`src/rtl/intr_ctl.sv`:
```
// Eight-source interrupt controller: edge-detected pending bits, mask, fixed priority, IRQ/ack handshake.
// Define INTC_SYNC_EN to insert a 2-flop synchronizer on src ahead of the edge detector.
module intr_ctl #(
    parameter int unsigned MIN_GAP = 2
) (
    input  logic       clk,
    input  logic       rst,
    input  logic [7:0] src,
    input  logic       mask_we,
    input  logic [7:0] mask_wd,
    input  logic       iack,
    output logic       irq,
    output logic [2:0] cause,
    output logic [7:0] pend,
    output logic [7:0] mask,
    output logic       in_svc
);

    localparam int unsigned NSRC = 8;
    localparam int unsigned CW   = 3;
    localparam int unsigned GW   = 4;

    localparam logic [1:0] ST_IDLE = 2'd0;
    localparam logic [1:0] ST_REQ  = 2'd1;
    localparam logic [1:0] ST_SVC  = 2'd2;
    localparam logic [1:0] ST_GAP  = 2'd3;

    logic [1:0]      state_q, state_d;
    logic [NSRC-1:0] pend_q, pend_d;
    logic [NSRC-1:0] mask_q, mask_d;
    logic [CW-1:0]   cause_q, cause_d;
    logic [GW-1:0]   gap_q, gap_d;
    logic            iack_q, iack_d;
    logic            irq_q, irq_d;
    logic            in_svc_q, in_svc_d;
    logic [NSRC-1:0] prev_q, prev_d;
    logic [NSRC-1:0] arm_q, arm_d;
    logic [NSRC-1:0] sync1_q, sync1_d;
    logic [NSRC-1:0] sync2_q, sync2_d;

    logic [NSRC-1:0] src_c;
    logic [NSRC-1:0] edge_c;
    logic [NSRC-1:0] active_c;
    logic [NSRC-1:0] clr_c;
    logic [NSRC-1:0] sel_oh_c;
    logic [CW-1:0]   sel_idx_c;
    logic            iack_rise_c;
    logic            iack_fall_c;

    // Source conditioning; the sync flops stay at reset value when the synchronizer is disabled.
    always_comb begin
        sync1_d = '0;
        sync2_d = '0;
`ifdef INTC_SYNC_EN
        sync1_d = src;
        sync2_d = sync1_q;
        src_c   = sync2_q;
`else
        src_c   = src;
`endif
    end

    // A bit is armed only once raw src has been seen low after reset, so a level held across reset never requests.
    assign arm_d  = arm_q | ~src;
    assign prev_d = src_c;
    assign edge_c = src_c & ~prev_q & arm_q;

    assign active_c    = pend_q & mask_q;
    assign iack_d      = iack;
    assign iack_rise_c = iack & ~iack_q;
    assign iack_fall_c = ~iack & iack_q;

    // Fixed priority: bit 0 wins.
    always_comb begin
        sel_idx_c = '0;
        for (int i = NSRC - 1; i >= 0; i--) begin
            if (active_c[i]) sel_idx_c = CW'(i);
        end
        sel_oh_c = NSRC'(1) << sel_idx_c;
    end

    always_comb begin
        state_d = state_q;
        gap_d   = gap_q;
        cause_d = cause_q;
        clr_c   = '0;
        case (state_q)
            ST_IDLE: begin
                if (|active_c) state_d = ST_REQ;
            end
            ST_REQ: begin
                if (iack_rise_c && (|active_c)) begin
                    state_d = ST_SVC;
                    cause_d = sel_idx_c;
                    clr_c   = sel_oh_c;
                end else if (!(|active_c)) begin
                    state_d = ST_IDLE;
                end
            end
            ST_SVC: begin
                if (iack_fall_c) begin
                    state_d = ST_GAP;
                    gap_d   = '0;
                end
            end
            ST_GAP: begin
                if (gap_q == GW'(MIN_GAP - 1)) state_d = ST_IDLE;
                else                           gap_d   = gap_q + GW'(1);
            end
            default: state_d = ST_IDLE;
        endcase
        // A new edge on the bit being cleared keeps it pending.
        pend_d   = (pend_q & ~clr_c) | edge_c;
        mask_d   = mask_we ? mask_wd : mask_q;
        irq_d    = (state_d == ST_REQ);
        in_svc_d = (state_d == ST_SVC);
    end

    always_ff @(posedge clk) begin
        if (!rst) begin
            state_q  <= ST_IDLE;
            pend_q   <= '0;
            mask_q   <= '0;
            cause_q  <= '0;
            gap_q    <= '0;
            iack_q   <= 1'b0;
            irq_q    <= 1'b0;
            in_svc_q <= 1'b0;
            prev_q   <= '0;
            arm_q    <= '0;
            sync1_q  <= '0;
            sync2_q  <= '0;
        end else begin
            state_q  <= state_d;
            pend_q   <= pend_d;
            mask_q   <= mask_d;
            cause_q  <= cause_d;
            gap_q    <= gap_d;
            iack_q   <= iack_d;
            irq_q    <= irq_d;
            in_svc_q <= in_svc_d;
            prev_q   <= prev_d;
            arm_q    <= arm_d;
            sync1_q  <= sync1_d;
            sync2_q  <= sync2_d;
        end
    end

    assign irq    = irq_q;
    assign cause  = cause_q;
    assign pend   = pend_q;
    assign mask   = mask_q;
    assign in_svc = in_svc_q;

endmodule

```
`config.mk`:
```
export PLATFORM = sky130hd
export DESIGN_NAME = intr_ctl
export DESIGN_NICKNAME = d
export VERILOG_FILES = /design/src/rtl/intr_ctl.sv
export SDC_FILE = /design/constraint.sdc
export NUM_CORES = 1
export LEC_CHECK = 0
export ABC_CLOCK_PERIOD_IN_PS = 1690
export BUFFER_PORTS_ARGS = -buffer_cell sky130_fd_sc_hd__buf_4
export CAP_MARGIN = 10
export CORE_MARGIN = 1.5
export CORE_UTILIZATION = 50
export CTS_BUF_LIST = sky130_fd_sc_hd__clkbuf_2
export DETAILED_ROUTE_END_ITERATION = 12
export GPL_TIMING_DRIVEN = 1
export PLACE_DENSITY = 0.75
export SETUP_SLACK_MARGIN = 0.2
export SLEW_MARGIN = 20
export SYNTH_ARGS = -nofsm -noshare
export SYNTH_HDL_FRONTEND = slang
export SYNTH_SLANG_ARGS = --single-unit
```
`constraint.sdc`:
```
create_clock -name clk -period 1.69 [get_ports clk]
set_input_delay 0.169 -clock clk [delete_from_list [all_inputs] [get_ports clk]]
set_output_delay 0.169 -clock clk [all_outputs]
set_load 0.005 [all_outputs]
```
==> flow_metrics.env, run 1 <==
export IMPL_slew_viol_final=0
export IMPL_power_switching_uw=516.4
export IMPL_grt_pass1_vias=1508
export IMPL_cp_startpoint="gap_q[1]$_SDFFE_PN0P_"
export IMPL_synthDistinctLibCells=40
export IMPL_worstSetupPathType="reg2reg"
export IMPL_nFillCells=293
export IMPL_grt_max_degree=26
export IMPL_final_nets=277
export IMPL_slew_headroom=0.5330
export IMPL_endpoint="gap_q[0]$_SDFFE_PN0P_"
export IMPL_internal_power_mw=1.524
export IMPL_cts_sinks=44
export IMPL_worst_r2r_path_depth=6
export IMPL_synth_warnings=0
export IMPL_yosys_area_top_type="dfxtp_1"
export IMPL_start_util=0.5279
export IMPL_clockRootBuffer="clkbuf_2"
export IMPL_htree_levels=2
export IMPL_timing_rr_end="gap_q[0]$_SDFFE_PN0P_"
export IMPL_crit_fanout=5
export IMPL_setup_violations=0
export IMPL_worstReg2RegStart="gap_q[1]$_SDFFE_PN0P_"
export IMPL_min_path_type="in2reg"
export IMPL_power_frac_comb=0.143
export IMPL_cts_tree="built"
export IMPL_clock_path_buffers=2
export IMPL_rsz0062_at_grt="yes"
export IMPL_fin_crit_sh=0.8350
export IMPL_netlist_area_leader_share=0.4961
export IMPL_cap_violations=0
export IMPL_syn_area_sq_um=1775
export IMPL_die_y_microns=62.59
export IMPL_chipWidth_microns=62.59
export IMPL_io_pins=41
export IMPL_fin_ws_ps=278.9
export IMPL_switching_share=0.2531
export IMPL_total_power_mw=2.040
export IMPL_area_growth_pct=33.62
export IMPL_finalCriticalPeriod_ps=1411
export IMPL_num_vias=1524
export IMPL_grtUsageTotal=0.2183
export IMPL_p_clk_frac=0.287
export IMPL_rows=21
export IMPL_syn_inst=193
export IMPL_core_sq_um=3363
export IMPL_clk_pin_slew_ps=210
export IMPL_synth_top_cells_by_area="dfxtp_1 50%, a21oi_1 5.9%, nand2_1 5.1%"
export IMPL_antenna_found_initial=0
export IMPL_routed_wl_mm=3.824
export IMPL_finClkSkew_ps=27.16
export IMPL_critPathArrivalTime_ps=1740
export IMPL_ant_nets=0
export IMPL_avgSynthCellArea_sq_um=9.199
export IMPL_whs_path_depth=3
export IMPL_max_slew_worst_pin_slew_ps=699.7
export IMPL_antenna_cells=0
export IMPL_cts_buffers=5
export IMPL_ys_seq_elements=44
export IMPL_critPathRequiredTime_ps=2020
export IMPL_r2r_setup_slack_ps=280
export IMPL_cp_start_kind="register"
export IMPL_dieArea_sq_um=3918
export IMPL_finalSetupTns_ps=0
export IMPL_dp_hpwl_mm=2.523
export IMPL_endpoint_kind="register"
export IMPL_p_per_area_nw_per_um2=860.0
export IMPL_synth_nets=215
export IMPL_drt_iter0_markers=70
export IMPL_yosysSeqAreaShare=0.4961
export IMPL_drive_gt1_frac=0.2383
export IMPL_vias_per_cell=5.046
export IMPL_overflow=0
export IMPL_ir_worst_vdd_uv=805.9
export IMPL_clock_latency_ps=410
export IMPL_grt_pass1_wl_mm=6.810
export IMPL_place_gp_congestion=0.7339
export IMPL_clock_fmax_mhz=708.7
export IMPL_p_seq_frac=0.570
export IMPL_route_detailed_drc=0
export IMPL_io_buffers=40
export IMPL_status="finished clean"
export IMPL_first_pass_iters=4
export IMPL_p_leak_nw=1.019
export IMPL_hold_viol=0
export IMPL_routedWlPerCell_microns=12.66
export IMPL_pre_cts_ws_ps=235.5
-- registers in the layout (all words and copies together) (netlist names) --
signal and flops:
state_q 2, gap_q 4, irq 1, in_svc 1, mask 8, prev_q 8, arm_q 8, pend 8
iack_q 1, cause 3
-- worst min path at each step --
stage	startpoint	endpoint	slack [ps]
floorplan	src[0]	arm_q[0]$_SDFF_PN0_	260
global placement	src[7]	arm_q[7]$_SDFF_PN0_	350
detailed placement	src[6]	arm_q[6]$_SDFF_PN0_	360
CTS	rst	state_q[0]$_SDFF_PN0_	60
global route	rst	state_q[0]$_SDFF_PN0_	40
finish	rst	pend[2]$_SDFF_PN0_	90
-- power groups by stage --
| stage | clock network [mW] | registers, mW | logic [mW] |
|---|---|---|---|
| detailed placement | 0 | 1.18 | 0.255 |
| finish | 0.585 | 1.16 | 0.293 |
| CTS | 0.601 | 1.16 | 0.288 |
| global route | 0.648 | 1.17 | 0.328 |
| floorplan | 0 | 1.17 | 0.138 |
| global placement | 0 | 1.18 | 0.252 |
-- cells in the mapped netlist --
cell type  count
a211oi_4       1
a21boi_0       1
a21oi_1       21
a22o_1         1
a22oi_1        2
a22oi_2        3
a311oi_1       1
a31oi_1        1
a32oi_1        3
and2_1        10
and3b_1        1
and4bb_1       1
and4bb_4       1
buf_2          1
buf_4          1
clkbuf_1       4
dfxtp_1       44
ha_1           2
inv_1         15
mux2i_1        8
nand2_1       24
nand2b_1       3
nand3_1        3
nand3b_1       3
nand4_1        1
nand4_2        1
nand4b_1       1
nor2_1        15
nor3_1         3
nor3b_1        2
nor4_1         3
o2111ai_1      2
o211ai_1       1
o21a_1         1
o21a_2         1
o21ai_0        1
o21ba_1        1
o22ai_1        3
o31a_1         1
o31ai_1        1
-- layer usage --
| metal | GRT usage | wire length [microns] |
|---|---|---|
| met1 | 0.2945 | 1935 |
| met2 | 0.3360 | 1625 |
| met3 | 0.06306 | 206 |
| met4 | 0.07500 | 57 |
| met5 | 0 | 0 |
-- repair_timing --
action	4_1_cts	5_1_grt
buffers inserted	0	3
hold buffers	17	0
resized for setup	0	3
setup endpoints to repair	0	9
hold endpoints to repair	26	0
-- final cells by class --
type | instances | area [sq um] | area share
multi-input cells | 128 | 810.8 | 0.3418
flip-flops and latches | 44 | 882.1 | 0.3718
inverters | 15 | 56.30 | 0.02373
well taps | 46 | 57.56 | 0.02426
repair buffers | 61 | 500.5 | 0.2110
clock buffers | 6 | 30.03 | 0.01266
clock inverters | 2 | 35.03 | 0.01477
-- per-stage QoR --
stage | hold WS, ps | utilization | std cells | cell area [sq um]
CTS | 60.45 | 0.6983 | 299 | 2349
detailed placement | 355.0 | 0.6283 | 274 | 2113
global route | 39.91 | 0.7054 | 302 | 2372
floorplan | 260.8 | - | 193 | 1775
global placement | 351.2 | 0.6283 | 274 | 2113
finish | 85.78 | 0.7054 | 302 | 2372
-- worst max-delay path: stages, from the launching register on --
cell and delay, ps:
dfxtp_1 400, inv_1 60, ha_1 170, and4bb_4 230
a211oi_4 220, o22ai_1 100, and2_1 150
-- cells in the final DEF (no fill, tap or decap), types with 6 or more instances in the layout --
cell,count
buf_4,44
dfxtp_1,43
nand2_1,24
a21oi_1,21
dlygate4sd3_1,17
inv_1,15
nor2_1,15
and2_1,10
mux2i_1,8
clkbuf_2,6
-- kinds of logic after synthesis --
| group | Yosys count | synth area share |
|---|---|---|
| buffers and inverters | 21 | 0.04721 |
| AO/OA/AOI/OAI | 46 | 0.1839 |
| adder cells (fa/ha/maj) | 2 | 0.01409 |
| AND/OR/NAND/NOR | 72 | 0.2135 |
| multiplexers | 8 | 0.04510 |
| flip-flops | 44 | 0.4961 |
Note: power is estimated with default switching activity, not from simulation.
==> run 2: changes to the inputs <==
Settings changed: ABC_CLOCK_PERIOD_IN_PS 1690 to 1400.
Clock period 1.69 ns to 1.4 ns, I/O delays scaled along.
==> flow_metrics.env, run 2 (synthesized netlist as in run 1, its figures left out) <==
export IMPL_status="complete, but fails checks"
export IMPL_violations="setup timing"
export IMPL_crit_fanout=4
export IMPL_cts_buffers=5
export IMPL_worst_r2r_path_depth=5
export IMPL_setup_violations=3
export IMPL_max_slew_worst_pin_slew_ps=396.0
export IMPL_cts_tree="built"
export IMPL_highest_layer="met4"
export IMPL_hold_viol=0
export IMPL_layout_common_cells="55 x buf_4, 25 x dfxtp_1, 22 x nand2_1, 17 x a21oi_1, 17 x dlygate4sd3_1"
export IMPL_ant_nets=0
export IMPL_dp_hpwl_mm=3.034
export IMPL_slew_viol_final=0
export IMPL_htree_levels=2
export IMPL_route_detailed_drc=0
export IMPL_num_vias=1799
export IMPL_grt_pass1_vias=1819
export IMPL_finClkSkew_ps=30.10
export IMPL_cap_violations=0
export IMPL_pre_cts_ws_ps=2.364
export IMPL_clockRootBuffer="clkbuf_2"
export IMPL_worstReg2RegStart="mask[2]$_SDFFE_PN0P_"
export IMPL_chipWidth_microns=62.59
export IMPL_worstHoldStart="rst"
export IMPL_fin_area_sq_um=2779
export IMPL_p_leak_nw=1.174
export IMPL_grtUsageTotal=0.2778
export IMPL_r2r_setup_slack_ps=-70
export IMPL_start_util=0.5279
export IMPL_placed_area_sq_um=2200
export IMPL_worstSetupPathType="reg2reg"
export IMPL_rows=21
export IMPL_drt_iter0_markers=74
export IMPL_critPathArrivalTime_ps=1810
export IMPL_clk_pin_slew_ps=250
export IMPL_endpoint_kind="register"
export IMPL_hold_end="pend[2]$_SDFF_PN0_"
export IMPL_critPathRequiredTime_ps=1740
export IMPL_routedWlPerCell_microns=18.18
export IMPL_p_per_area_nw_per_um2=969.2
export IMPL_first_pass_iters=4
export IMPL_overflow=0
export IMPL_io_pins=41
export IMPL_area_growth_pct=56.52
export IMPL_antenna_cells=0
export IMPL_timing_rr_end="pend[5]$_SDFF_PN0_"
export IMPL_whs_path_depth=3
export IMPL_place_gp_congestion=0.8330
export IMPL_min_path_type="in2reg"
export IMPL_finalCriticalPeriod_ps=1471
export IMPL_drive_gt1_frac=0.4357
export IMPL_final_common_cell="buf_4"
export IMPL_core_sq_um=3363
export IMPL_total_power_mw=2.693
export IMPL_placed_cells=281
export IMPL_fin_crit_sh=1.051
export IMPL_fin_ws_ps=-71.25
export IMPL_clock_latency_ps=430
export IMPL_die_y_microns=62.59
export IMPL_wl_met1_mm=2.362
export IMPL_antenna_found_initial=0
export IMPL_cts_sinks=44
export IMPL_grt_max_degree=26
export IMPL_cp_start_kind="register"
export IMPL_ir_worst_vdd_uv=1022
export IMPL_routed_wl_mm=5.927
export IMPL_vias_per_cell=5.518
export IMPL_dieArea_sq_um=3918
export IMPL_cp_slowest_cell="dfxtp_4"
export IMPL_rsz0062_at_grt="yes"
export IMPL_grt_pass1_wl_mm=8.535
export IMPL_dr_wl_met2_mm=3.145
export IMPL_clock_fmax_mhz=679.7
export IMPL_clock_path_buffers=2
export IMPL_slew_headroom=0.7354
export IMPL_final_nets=301
export IMPL_slowest_delay_ps=420
export IMPL_routed_wl_met3_microns=251
export IMPL_crit_chain="a22oi_2 > buf_4 > nand4_1 > a32oi_1 > nand2_1"
export IMPL_io_buffers=40
export IMPL_fin_cells=326
-- run 2: cell types whose count changed in the layout (fill, tap and decap cells not counted), sizes merged --
cell,change
buf,+24
clkbuf,-1
inv,+1
clkinvlp,+1
clkinv,-1
-- run 2: worst max-delay path by stage --
stage,cells after the start,startpoint,endpoint
after floorplan,6,gap_q[1]$_SDFFE_PN0P_,gap_q[0]$_SDFFE_PN0P_
after global placement,6,gap_q[1]$_SDFFE_PN0P_,gap_q[0]$_SDFFE_PN0P_
after detailed placement,6,gap_q[1]$_SDFFE_PN0P_,gap_q[0]$_SDFFE_PN0P_
after CTS,6,gap_q[1]$_SDFFE_PN0P_,gap_q[0]$_SDFFE_PN0P_
after global routing,6,gap_q[1]$_SDFFE_PN0P_,gap_q[0]$_SDFFE_PN0P_
final,5,mask[2]$_SDFFE_PN0P_,pend[5]$_SDFF_PN0_
-- run 2: final cells by class --
type	count	area, sq um
multi-input cells	128	937.1
flip-flops and latches	44	927.1
repair buffers	85	729.5
fillers	196	584.3
well taps	46	57.56
inverters	15	56.30
clock inverters	3	46.29
clock buffers	5	25.02
-- run 2: timing repair --
item	4_1_cts	5_1_grt
gates resized for setup	30	27
endpoints found under the hold margin	26	0
setup buffers	13	7
hold buffers	17	0
setup endpoints to repair	29	32
pin swaps	13	12
gates cloned	0	0
-- run 2: critical path: cells and delay by family, from the launching register on --
family	cells	cell delay (ps)
DFF	1	420
buffers and inverters	1	180
AOI/OAI and AO/OA	2	570
and+or+nand+nor	2	210
-- run 2: through the flow --
step	hold WS, ps	utilization	TNS (ps)
detailed placement	332.3	0.6540	0
floorplan	231.8	-	0
finish	48.38	0.8263	-112.0
CTS	1.396	0.7790	0
global placement	320.3	0.6540	0
global route	43.73	0.8263	-356.5
-- run 2: power breakdown --
group / total [mW] / internal (mW) / switching, mW
clock: 0.746 / 0.307 / 0.439
sequential: 1.42 / 1.34 / 0.0788
combinational: 0.530 / 0.298 / 0.232
total: 2.69 / 1.94 / 0.750
-- run 2: metal layers --
metal | up-vias | track usage
li1 | 846 | -
met1 | 862 | 0.3157
met2 | 70 | 0.4906
met3 | 21 | 0.08288
met4 | 0 | 0.1028
met5 | - | 0
==> run 3: changes to the inputs <==
Settings changed: MAX_ROUTING_LAYER from default to met4.
==> flow_metrics.env, run 3 (synthesized netlist as in run 1, its figures left out) <==
export IMPL_core_sq_um=3363
export IMPL_routed_wl_met3_microns=421
export IMPL_slew_viol_final=0
export IMPL_area_growth_pct=59.55
export IMPL_finalCriticalPeriod_ps=1466
export IMPL_finClkSkew_ps=36.28
export IMPL_grt_max_degree=26
export IMPL_final_common_cell="buf_4"
export IMPL_crit_fanout=4
export IMPL_cp_num_buf_inv=1
export IMPL_fin_area_sq_um=2833
export IMPL_place_gp_congestion=0.8458
export IMPL_antenna_found_initial=0
export IMPL_crit_chain="a22oi_2 > buf_4 > nand4_1 > a32oi_1 > nand2_1"
export IMPL_grt_pass1_wl_mm=8.528
export IMPL_cts_sinks=44
export IMPL_clockRootBuffer="clkbuf_2"
export IMPL_max_slew_worst_pin_slew_ps=456.2
export IMPL_p_leak_nw=1.205
export IMPL_rsz0062_at_grt="yes"
export IMPL_placed_cells=281
export IMPL_min_path_type="in2reg"
export IMPL_r2r_setup_slack_ps=-70
export IMPL_fin_crit_sh=1.047
export IMPL_final_nets=306
export IMPL_fin_ws_ps=-65.75
export IMPL_dr_wl_met2_mm=3.016
export IMPL_nFillCells=177
export IMPL_layout_common_cells="57 x buf_4, 25 x dfxtp_1, 21 x nand2_1, 17 x a21oi_1, 17 x dlygate4sd3_1"
export IMPL_highest_layer="met4"
export IMPL_slew_headroom=0.6952
export IMPL_cts_buffers=5
export IMPL_crit_family="compound AO/OA/AOI/OAI gates"
export IMPL_start_util=0.5279
export IMPL_wl_met1_mm=2.161
export IMPL_worstSetupPathType="reg2reg"
export IMPL_hold_viol=0
export IMPL_p_per_area_nw_per_um2=966.9
export IMPL_htree_levels=2
export IMPL_first_pass_iters=4
export IMPL_cts_tree="built"
export IMPL_setup_violations=2
export IMPL_num_vias=1879
export IMPL_violations="setup timing"
export IMPL_clock_latency_ps=440
export IMPL_clock_fmax_mhz=682.2
export IMPL_grtUsageTotal=0.2861
export IMPL_critPathArrivalTime_ps=1820
export IMPL_rows=21
export IMPL_grt_pass1_vias=1822
export IMPL_fin_cells=331
export IMPL_vias_per_cell=5.677
export IMPL_slowest_delay_ps=420
export IMPL_cap_violations=0
export IMPL_io_buffers=40
export IMPL_total_power_mw=2.739
export IMPL_cp_slowest_cell="dfxtp_4"
export IMPL_drt_iter0_markers=143
export IMPL_endpoint_kind="register"
export IMPL_antenna_cells=0
export IMPL_clk_pin_slew_ps=250
export IMPL_overflow=0
export IMPL_drive_gt1_frac=0.4526
export IMPL_die_y_microns=62.59
export IMPL_dieArea_sq_um=3918
export IMPL_routedWlPerCell_microns=17.57
export IMPL_cp_start_kind="register"
export IMPL_placed_area_sq_um=2200
export IMPL_status="complete, but fails checks"
export IMPL_ant_nets=0
export IMPL_routed_wl_mm=5.816
export IMPL_clock_path_buffers=2
export IMPL_route_detailed_drc=0
export IMPL_dp_hpwl_mm=3.034
export IMPL_io_pins=41
export IMPL_ir_worst_vdd_uv=980.4
export IMPL_critPathRequiredTime_ps=1750
export IMPL_chipWidth_microns=62.59
## run 3: cell types whose count changed in the layout (fill, tap and decap cells not counted), sizes merged
cell,before,now
buf,68,73
## run 3: final timing paths
kind	startpoint	to	cells after the start
max reg2reg	mask[2]$_SDFFE_PN0P_	pend[5]$_SDFF_PN0_	5
max	mask[2]$_SDFFE_PN0P_	pend[5]$_SDFF_PN0_	5
min reg2reg	prev_q[1]$_SDFF_PN0_	pend[1]$_SDFF_PN0_	1
min	rst	pend[1]$_SDFF_PN0_	3
## run 3: worst min-delay path: stages
cell     delay (ps)
buf_4           200
nand3_2          90
o31ai_1          50
## run 3: power breakdown
part	total, mW	switching [mW]	internal (mW)	leakage (nW)
clock	0.755	0.448	0.307	0.0396
sequential	1.40	0.0668	1.34	0.373
combinational	0.582	0.251	0.331	0.792
## run 3: cell type report
type / count / area (sq um) / area share
Clock inverter: 3 / 46.29 / 0.01634
Timing Repair Buffer: 90 / 778.2 / 0.2747
Tap cell: 46 / 57.56 / 0.02032
Multi-Input combinational cell: 128 / 944.7 / 0.3335
Sequential cell: 44 / 924.6 / 0.3264
Inverter: 15 / 56.30 / 0.01988
Clock buffer: 5 / 25.02 / 0.008834
## run 3: per-stage QoR
stage / util / hold WS (ps) / setup TNS, ps / worst slack (ps)
floorplan: - / 231.8 / 0 / 101.6
global placement: 0.6540 / 320.3 / 0 / 58.43
detailed placement: 0.6540 / 332.3 / 0 / 2.364
CTS: 0.7790 / 1.396 / 0 / 16.82
global route: 0.8423 / 53.27 / -353.9 / -120.6
finish: 0.8423 / 46.04 / -71.39 / -65.75
## run 3: layer usage
layer / GRT usage / vias to the layer above
met4: 0.1028 / 0
met5: - / -
met1: 0.3168 / 890
li1: - / 859
met2: 0.4906 / 108
met3: 0.08288 / 22
## run 3: repair_timing
action	in CTS	in global routing
hold buffers	17	0
setup buffers	13	12
gates resized for setup	30	33
setup endpoints to repair	29	32
pin swaps	13	16
hold endpoints to repair	26	0
